===== src/rtl/upcntr_ctrl_if.sv =====
// ---------------------------------------------------------------------------
// upcntr_ctrl_if -- control/status bundle for the upcntr_ctrl counter.
//
// Signals:
//   start   : request to begin a count sequence
//   pause   : level, freezes counting while high
//   abort   : terminates an active sequence without a done pulse
//   tc      : terminal count (WIDTH bits), latched on an accepted start
//   reload  : 1 = auto-reload, 0 = one-shot, latched on an accepted start
//   cnt     : current count value
//   busy    : sequence active (counting or held)
//   done    : one-cycle pulse per completed period
//   periods : completed periods since the last accepted start, saturating
//
// Modports:
//   master : drives the controls, observes the status (controller side)
//   slave  : the counter itself
// ---------------------------------------------------------------------------
interface upcntr_ctrl_if #(
    parameter int WIDTH = 4
);
    logic             start;
    logic             pause;
    logic             abort;
    logic [WIDTH-1:0] tc;
    logic             reload;
    logic [WIDTH-1:0] cnt;
    logic             busy;
    logic             done;
    logic [7:0]       periods;

    modport master (
        output start, pause, abort, tc, reload,
        input  cnt, busy, done, periods
    );

    modport slave (
        input  start, pause, abort, tc, reload,
        output cnt, busy, done, periods
    );
endinterface


===== src/rtl/upcntr_ctrl.sv =====
// ---------------------------------------------------------------------------
// upcntr_ctrl -- programmable up-counter with one-shot / auto-reload modes.
//
// Ports:
//   clk   : single clock, all state changes on its rising edge
//   reset : synchronous, active-high reset
//   bus   : upcntr_ctrl_if.slave (start/pause/abort/tc/reload in,
//           cnt/busy/done/periods out; all outputs registered)
//
// A period runs cnt through 0..tc_q (tc_q + 1 cycles). In auto-reload mode
// the counter wraps to 0 with a done pulse; in one-shot mode it parks in
// DONE for one cycle holding tc_q, then returns to IDLE unless a new start
// arrives in that cycle. Priority per edge: reset > abort > pause > count.
// ---------------------------------------------------------------------------
module upcntr_ctrl #(
    parameter int WIDTH = 4
) (
    input  logic          clk,
    input  logic          reset,
    upcntr_ctrl_if.slave  bus
);
    typedef enum logic [1:0] {
        IDLE = 2'd0,
        RUN  = 2'd1,
        HOLD = 2'd2,
        DONE = 2'd3
    } state_t;

    state_t           state_q, state_d;
    logic [WIDTH-1:0] cnt_q, cnt_d;
    logic [WIDTH-1:0] tc_q, tc_d;
    logic             reload_q, reload_d;
    logic             busy_q, busy_d;
    logic             done_q, done_d;
    logic [7:0]       periods_q, periods_d;

    logic             at_tc;
    logic [7:0]       periods_inc;

    assign at_tc       = (cnt_q == tc_q);
    assign periods_inc = (periods_q == 8'hFF) ? periods_q : periods_q + 8'd1;

    always_comb begin
        state_d   = state_q;
        cnt_d     = cnt_q;
        tc_d      = tc_q;
        reload_d  = reload_q;
        periods_d = periods_q;
        done_d    = 1'b0;

        case (state_q)
            IDLE, DONE: begin
                if (bus.start) begin
                    state_d   = RUN;
                    tc_d      = bus.tc;
                    reload_d  = bus.reload;
                    cnt_d     = '0;
                    periods_d = 8'd0;
                end else begin
                    state_d = IDLE;
                    cnt_d   = '0;
                end
            end

            // HOLD only records that counting is frozen. A cycle with pause
            // low performs the normal count step immediately, so every cycle
            // pause is high delays completion by exactly one cycle.
            RUN, HOLD: begin
                if (bus.abort) begin
                    state_d = IDLE;
                    cnt_d   = '0;
                end else if (bus.pause) begin
                    state_d = HOLD;
                end else if (at_tc) begin
                    done_d    = 1'b1;
                    periods_d = periods_inc;
                    if (reload_q) begin
                        state_d = RUN;
                        cnt_d   = '0;
                    end else begin
                        // One-shot: cnt keeps showing tc_q during DONE.
                        state_d = DONE;
                    end
                end else begin
                    state_d = RUN;
                    cnt_d   = cnt_q + 1'b1;
                end
            end

            default: begin
                state_d = IDLE;
                cnt_d   = '0;
            end
        endcase

        busy_d = (state_d == RUN) || (state_d == HOLD);
    end

    always_ff @(posedge clk) begin
        if (reset) begin
            state_q   <= IDLE;
            cnt_q     <= '0;
            tc_q      <= '0;
            reload_q  <= 1'b0;
            busy_q    <= 1'b0;
            done_q    <= 1'b0;
            periods_q <= 8'd0;
        end else begin
            state_q   <= state_d;
            cnt_q     <= cnt_d;
            tc_q      <= tc_d;
            reload_q  <= reload_d;
            busy_q    <= busy_d;
            done_q    <= done_d;
            periods_q <= periods_d;
        end
    end

    assign bus.cnt     = cnt_q;
    assign bus.busy    = busy_q;
    assign bus.done    = done_q;
    assign bus.periods = periods_q;
endmodule


===== src/flat_wrapper.sv =====
// flat-port wrapper written by rule: the top's interface ports become plain ports
module upcntr_ctrl_flat 
#(
    parameter int WIDTH = 4
)
  (clk, reset, bus_start, bus_pause, bus_abort, bus_tc, bus_reload, bus_cnt, bus_busy, bus_done, bus_periods);
  upcntr_ctrl_if #(.WIDTH(WIDTH)) bus_i ();
  input  logic clk;
  input  logic reset;
  input wire logic [$bits(bus_i.start)-1:0] bus_start;
  input wire logic [$bits(bus_i.pause)-1:0] bus_pause;
  input wire logic [$bits(bus_i.abort)-1:0] bus_abort;
  input wire logic [$bits(bus_i.tc)-1:0] bus_tc;
  input wire logic [$bits(bus_i.reload)-1:0] bus_reload;
  output wire logic [$bits(bus_i.cnt)-1:0] bus_cnt;
  output wire logic [$bits(bus_i.busy)-1:0] bus_busy;
  output wire logic [$bits(bus_i.done)-1:0] bus_done;
  output wire logic [$bits(bus_i.periods)-1:0] bus_periods;
  assign bus_i.start = bus_start;
  assign bus_i.pause = bus_pause;
  assign bus_i.abort = bus_abort;
  assign bus_i.tc = bus_tc;
  assign bus_i.reload = bus_reload;
  assign bus_cnt = bus_i.cnt;
  assign bus_busy = bus_i.busy;
  assign bus_done = bus_i.done;
  assign bus_periods = bus_i.periods;
  upcntr_ctrl #(.WIDTH(WIDTH)) u_core (.clk(clk), .reset(reset), .bus(bus_i));
endmodule

===== config.mk =====
export PLATFORM = sky130hd
export DESIGN_NAME = upcntr_ctrl_flat
export DESIGN_NICKNAME = d
export VERILOG_FILES = /design/src/rtl/upcntr_ctrl_if.sv /design/src/rtl/upcntr_ctrl.sv /design/src/flat_wrapper.sv
export SDC_FILE = /design/constraint.sdc
export NUM_CORES = 1
export LEC_CHECK = 0
export BUFFER_PORTS_ARGS = -buffer_cell sky130_fd_sc_hd__buf_2
export CAP_MARGIN = 40
export CORE_UTILIZATION = 45
export DETAILED_ROUTE_END_ITERATION = 7
export PLACE_DENSITY = 0.76
export SLEW_MARGIN = 0
export SYNTH_ARGS = -nofsm -noshare
export SYNTH_HDL_FRONTEND = slang
export SYNTH_SLANG_ARGS = --single-unit
export TNS_END_PERCENT = 30

===== constraint.sdc =====
create_clock -name clk -period 2.1 [get_ports clk]
set_input_delay 0.42 -clock clk [delete_from_list [all_inputs] [get_ports clk]]
set_output_delay 0.42 -clock clk [all_outputs]
set_load 0.01 [all_outputs]

==> flow_summary_export.csv, run 1 <==
group,metric,value,unit
synth,synth_fa_ha_area_share,2.494,%
synth,synth_common_cells,"21 x dfxtp_1, 12 x nand2_1, 10 x a31oi_1",
synth,synth-edff-count,0,
finish,drive_above_1_share,22.38,%
setup_path,crit_cells,4,
power,internal_power,523.5,uW
detailed_routing,vias_per_cell,5.812,
detailed_routing,dr.pass1.iters,4,
synth,synth_top_area_share,41.90,%
finish,area_growth,18.33,%
synth,synth_xor_area_share,5.237,%
finish,nets,156,
setup_path,timing.rr.end,"u_core.bus.periods[7]",
synth,synth_cell_types,35,
flow_run,maxCapViolCount,0,
timing,hold_violations,0,
synth,synthCells,117,
global_route,grt_pass1_vias,870,
floorplanning,die_area,2423,um2
timing,period_share,93.33,%
power,pwr-share-seq,57.2,%
synth,synth_nets,129,
global_route,grt_pass1_wl,3.732,mm
status,status,"completed",
global_route,track_usage,20.22,%
clocking,cts_hold_buf,0,
clocking,cts-root-buf,"clkbuf_4",
place,io_buffers,23,
floorplanning,coreArea,2022,um2
synth,synth_top_area_cell,"dfxtp_1",
detailed_routing,detail-route-antenna-nets,0,
synth,synth.most_common_cell,"dfxtp_1",
power,swShare,28.51,%
clocking,post_cts_buffers,0,
power,p_comb_share,15.6,%
detailed_routing,wl_per_cell,13.55,um
detailed_routing,drc,0,
timing,worstMarginPinSlew,537.5,ps
setup_path,r2r_slack,140,ps
finish,final_cells,170,
setup_path,cp_max_fo,7,
synth,synth_compound_area_share,22.32,%
clocking,cts-resized-gates,0,
setup_path,cp-end-kind,"register",
setup_path,crit_slowest_cell,"or4_1",
detailed_routing,wl,2.303,mm
synth,netlist_area,1003,um2
timing,relSlewSlack,63.91,%
floorplanning,die_h,49.22,um
setup_path,cp-start-kind,"register",
power,power_density,616.7,nW/um2
power,power.leakage,0.5521,nW
power,vdd_drop_max,0.0004043,V
clocking,clock-sinks,21,
floorplanning,initial_utilization,49.63,%
power,p_sw,208.7,uW
synth,yosysSeqAreaShare,41.90,%
timing,rsz0062_at_grt,"no",
place,gp_congestion,0.8084,
setup_path,worstPathArrival,2140,ps
synth,muxShareOfSynthArea,2.120,%
hold_path,holdPathStages,3,
place,placed_cells,166,
finish,antenna_cells,0,
place,detailed_place_hpwl,1.705,mm
clocking,cts_tree,"built",
finish,fill_cells,212,
clocking,clk_path_buf_depth,2,
floorplanning,core.rowCount,16,
timing,fin_skew,8.919,ps
timing,setup_viol,0,
setup_path,worstPathCellList,"xor2_1 > or4_1 > o21ai_1 > a31oi_1",
setup_path,max_stage_delay,650,ps
global_route,grt.overflow.total,0,
setup_path,r2r_cells,4,
detailed_routing,drtIter0Drc,18,
synth,synth_area_per_cell,8.577,um2
setup_path,cp_data_required_time,2280,ps
setup_path,cp-endpoint,"u_core.bus.periods[7]",
global_route,grt_max_degree,15,
floorplanning,ios,24,
timing,finalSetupTns,0,ps
synth,synth-main-ff-cell,"dfxtp_1",
clocking,path_clk_slew,120,ps
clocking,clock_latency,320,ps
hold_path,hp-class,"input port to register",
hold_path,hp-start,"bus_tc[2]",
timing,max_freq,510.2,MHz
setup_path,critPathKind,"register to register",
synth,yosys_warnings,0,
synth,synthTopCellsByArea,"dfxtp_1 42%, a31oi_1 6.2%, nand2_1 4.5%",
power,p_clk_share,27.2,%
setup_path,critical_path_buf_inv_count,0,
synth,synth-simple-area-share,23.32,%
detailed_routing,vias,988,
timing,final_max_slew_viol_count,0,
floorplanning,die_w,49.22,um
global_route,antenna_found_initial,0,
synth,async_flop_share,0,%
setup_path,reg2reg_from,"u_core.bus.cnt[0]",
synth,synth_top_family_by_area,"simple AND/OR/NAND/NOR gates",
synth,synth_seq_cells,21,
clocking,h-tree-depth,1,
clocking,cts_made_buffers,3,
setup_path,worstSetupStartpoint,"u_core.bus.cnt[0]",
setup_path,cp_top_family,"simple AND/OR/NAND/NOR gates",
timing,post-route-min-period,1960,ps
==> power by group through the flow <==
stage / Sequential (mW) / Combinational, mW / Clock [mW]
after floorplan: 0.428 / 0.0731 / 0
after global placement: 0.427 / 0.109 / 0
after detailed placement: 0.428 / 0.112 / 0
after CTS: 0.419 / 0.114 / 0.206
after global routing: 0.420 / 0.127 / 0.224
final: 0.419 / 0.114 / 0.199
==> how the worst min path moves through the flow <==
| stage | to | slack [ps] |
|---|---|---|
| CTS | u_core.tc_q[2] | 330 |
| detailed placement | u_core.tc_q[2] | 460 |
| finish | u_core.tc_q[2] | 330 |
| global placement | u_core.tc_q[2] | 460 |
| global route | u_core.tc_q[2] | 350 |
| floorplan | u_core.tc_q[1] | 450 |
==> metrics by stage <==
| step | util (%) | hold slack, ps | instance area (um2) | power [mW] | worst slack (ps) |
|---|---|---|---|---|---|
| floorplan | - | 447.8 | 1003 | 0.5009 | 334.5 |
| global route | 58.73 | 347.1 | 1187 | 0.7714 | 17.86 |
| CTS | 58.73 | 328.8 | 1187 | 0.7385 | 158.0 |
| finish | 58.73 | 334.8 | 1187 | 0.7322 | 140.2 |
| detailed placement | 57.36 | 464.0 | 1160 | 0.5404 | 183.4 |
| global placement | 57.36 | 459.6 | 1160 | 0.5362 | 272.0 |
==> cell type report <==
| class | count | area [um2] | area share (%) |
|---|---|---|---|
| multi-input combinational | 90 | 556.8 | 46.89 |
| clock inverter | 1 | 5.005 | 0.4215 |
| tap | 27 | 33.78 | 2.845 |
| clock buffer | 3 | 22.52 | 1.897 |
| inverter | 1 | 3.754 | 0.3161 |
| timing repair buffer | 27 | 145.1 | 12.22 |
| sequential | 21 | 420.4 | 35.41 |
==> metal layers <==
metal	track usage, %	routed length [um]
met1	21.59	972
met2	36.76	1180
met3	6.854	128
met4	6.373	21
met5	0	0
==> worst min-delay path, delay by kind of cell <==
kind            cells  cell delay (ps)
simple gates        1               50
buf+inv             1               90
compound gates      1               50
==> state kept, by name, indices dropped and copies added (netlist names) <==
name	flops
u_core.tc_q	4
u_core.bus.cnt	4
u_core.reload_q	1
u_core.bus.done	1
u_core.bus.periods	8
u_core.bus.busy	1
u_core.state_q	2
==> kinds of logic after synthesis <==
family / after synthesis
xor+xnor: 6
fa+ha+maj: 2
compound gates: 33
flops: 21
mux: 2
buf+inv: 6
simple gates: 47
==> layout by cell type (no fill, tap or decap), types with 2 or more instances in the layout <==
master    synthesis  final
nor3_1            3      3
and2_1            2      2
buf_2             2     23
or3_1             4      4
nand2_1          12     12
ha_1              2      2
nand3_1           8      8
and3_1            3      3
a21oi_1           8      8
a31oi_1          10     10
o21ai_0           2      2
nor2_1            9      9
a32o_1            4      4
xor2_1            5      5
dfxtp_1          21     21
a211oi_1          2      2
buf_4             0      4
clkbuf_4          0      3
No activity file was read; power rests on OpenSTA's default activity.
==> inputs of run 2 (changes only) <==
GPL_TIMING_DRIVEN = 0   (was not set)
==> flow_summary_export.csv, run 2 (synthesis gave the netlist of run 1 again) <==
group,metric,value,unit
floorplanning,die_h,49.22,um
detailed_routing,wl,2.157,mm
clocking,cts-resized-gates,0,
detailed_routing,detail-route-antenna-nets,0,
timing,setup_ws,154.9,ps
global_route,grt_pass1_vias,849,
flow_run,maxCapViolCount,0,
timing,finalSetupTns,0,ps
floorplanning,core.rowCount,16,
timing,final_max_slew_viol_count,0,
timing,rsz0062_at_grt,"no",
clocking,clock-sinks,21,
finish,final_common_cell,"buf_2",
floorplanning,initial_utilization,49.63,%
floorplanning,ios,24,
detailed_routing,wl_per_cell,12.69,um
finish,drive_above_1_share,20.28,%
timing,post-route-min-period,1945,ps
setup_path,cp_data_required_time,2280,ps
place,dp_worst_setup_slack,102.8,ps
floorplanning,die_w,49.22,um
global_route,grt.overflow.total,0,
timing,max_freq,514.1,MHz
clocking,clock_latency,300,ps
floorplanning,die_area,2423,um2
setup_path,crit_slowest_cell,"a2111o_1",
clocking,cts_made_buffers,3,
power,power_density,614.4,nW/um2
setup_path,worstPathCellList,"ha_1 > and4_1 > a2111o_1 > o21ai_1 > a31oi_1",
place,placed_cells,166,
hold_path,hp-class,"input port to register",
timing,holdWs,354.3,ps
clocking,post_cts_buffers,0,
finish,antenna_cells,0,
timing,fin_skew,5.318,ps
place,gp_congestion,0.7825,
detailed_routing,drc,0,
finish,final_cells,170,
finish,utilization,58.29,%
clocking,cts_tree,"built",
finish,largest_reg_flops,8,
global_route,track_usage,19.18,%
setup_path,critPathKind,"register to register",
clocking,cts-root-buf,"clkbuf_4",
setup_path,cp_max_fo,6,
place,io_buffers,21,
setup_path,max_stage_delay,410,ps
detailed_routing,vias,955,
power,power.total,724.2,uW
setup_path,cp-end-kind,"register",
finish,final_area,1179,um2
setup_path,worstPathArrival,2120,ps
global_route,grt_pass1_wl,3.567,mm
global_route,antenna_found_initial,0,
finish,most-common-layout-cells,"23 x buf_2, 21 x dfxtp_1, 12 x nand2_1",
detailed_routing,vias_per_cell,5.618,
floorplanning,coreArea,2022,um2
clocking,h-tree-depth,1,
power,vdd_drop_max,0.0004315,V
timing,worstMarginPinSlew,760.7,ps
clocking,cts_hold_buf,0,
clocking,path_clk_slew,110,ps
timing,relSlewSlack,48.98,%
timing,setup_viol,0,
place,detailed_place_hpwl,1.625,mm
setup_path,cp-start-kind,"register",
timing,hold_violations,0,
power,power.leakage,0.5413,nW
detailed_routing,drtIter0Drc,23,
clocking,clk_path_buf_depth,2,
finish,area_growth,17.46,%
finish,nets,156,
detailed_routing,dr.pass1.iters,4,
place,place_area,1152,um2
timing,period_share,92.63,%
status,status,"completed",
global_route,grt_max_degree,12,
-- run 2: changes by cell type in the layout (fill, tap and decap cells not counted) --
| cell | delta |
|---|---|
| buf_4 | -4 |
| clkdlybuf4s18_2 | +1 |
| clkbuf_2 | +1 |
| clkbuf_1 | +3 |
| clkinv_2 | -1 |
-- run 2: report_power, final --
part           internal (mW)  switching, mW
logic                 0.0414         0.0718
registers              0.410        0.00817
clock network         0.0741          0.118
total                  0.526          0.198
-- run 2: path summary, 6_finish.rpt --
| check | startpoint | endpoint | slack, ps | depth (start not counted) |
|---|---|---|---|---|
| setup / recovery | u_core.bus.periods[0] | u_core.bus.periods[2] | 150 | 5 |
| hold reg to reg | u_core.tc_q[1] | u_core.tc_q[1] | 480 | 2 |
| setup reg to reg | u_core.bus.periods[0] | u_core.bus.periods[2] | 150 | 5 |
| hold / removal | bus_tc[0] | u_core.tc_q[0] | 350 | 3 |
-- run 2: layer usage --
layer | track usage [%] | wire length [um]
met5 | 0 | 0
met4 | 8.333 | 35
met3 | 4.673 | 106
met2 | 31.96 | 1039
met1 | 23.14 | 975
-- run 2: worst max-delay path, delay by kind of cell, from the launching register on --
| kind | cells | cell delay (ps) |
|---|---|---|
| compound gates | 3 | 960 |
| fa+ha+maj | 1 | 240 |
| flops | 1 | 360 |
| simple gates | 1 | 250 |
-- run 2: area by class of cell --
class,instances,area [um2]
Fill cell,190,843.3
Multi-Input combinational cell,90,556.8
Sequential cell,21,420.4
Timing Repair Buffer,22,115.1
Tap cell,27,33.78
Clock buffer,4,26.28
Buffer,5,22.52
Inverter,1,3.754
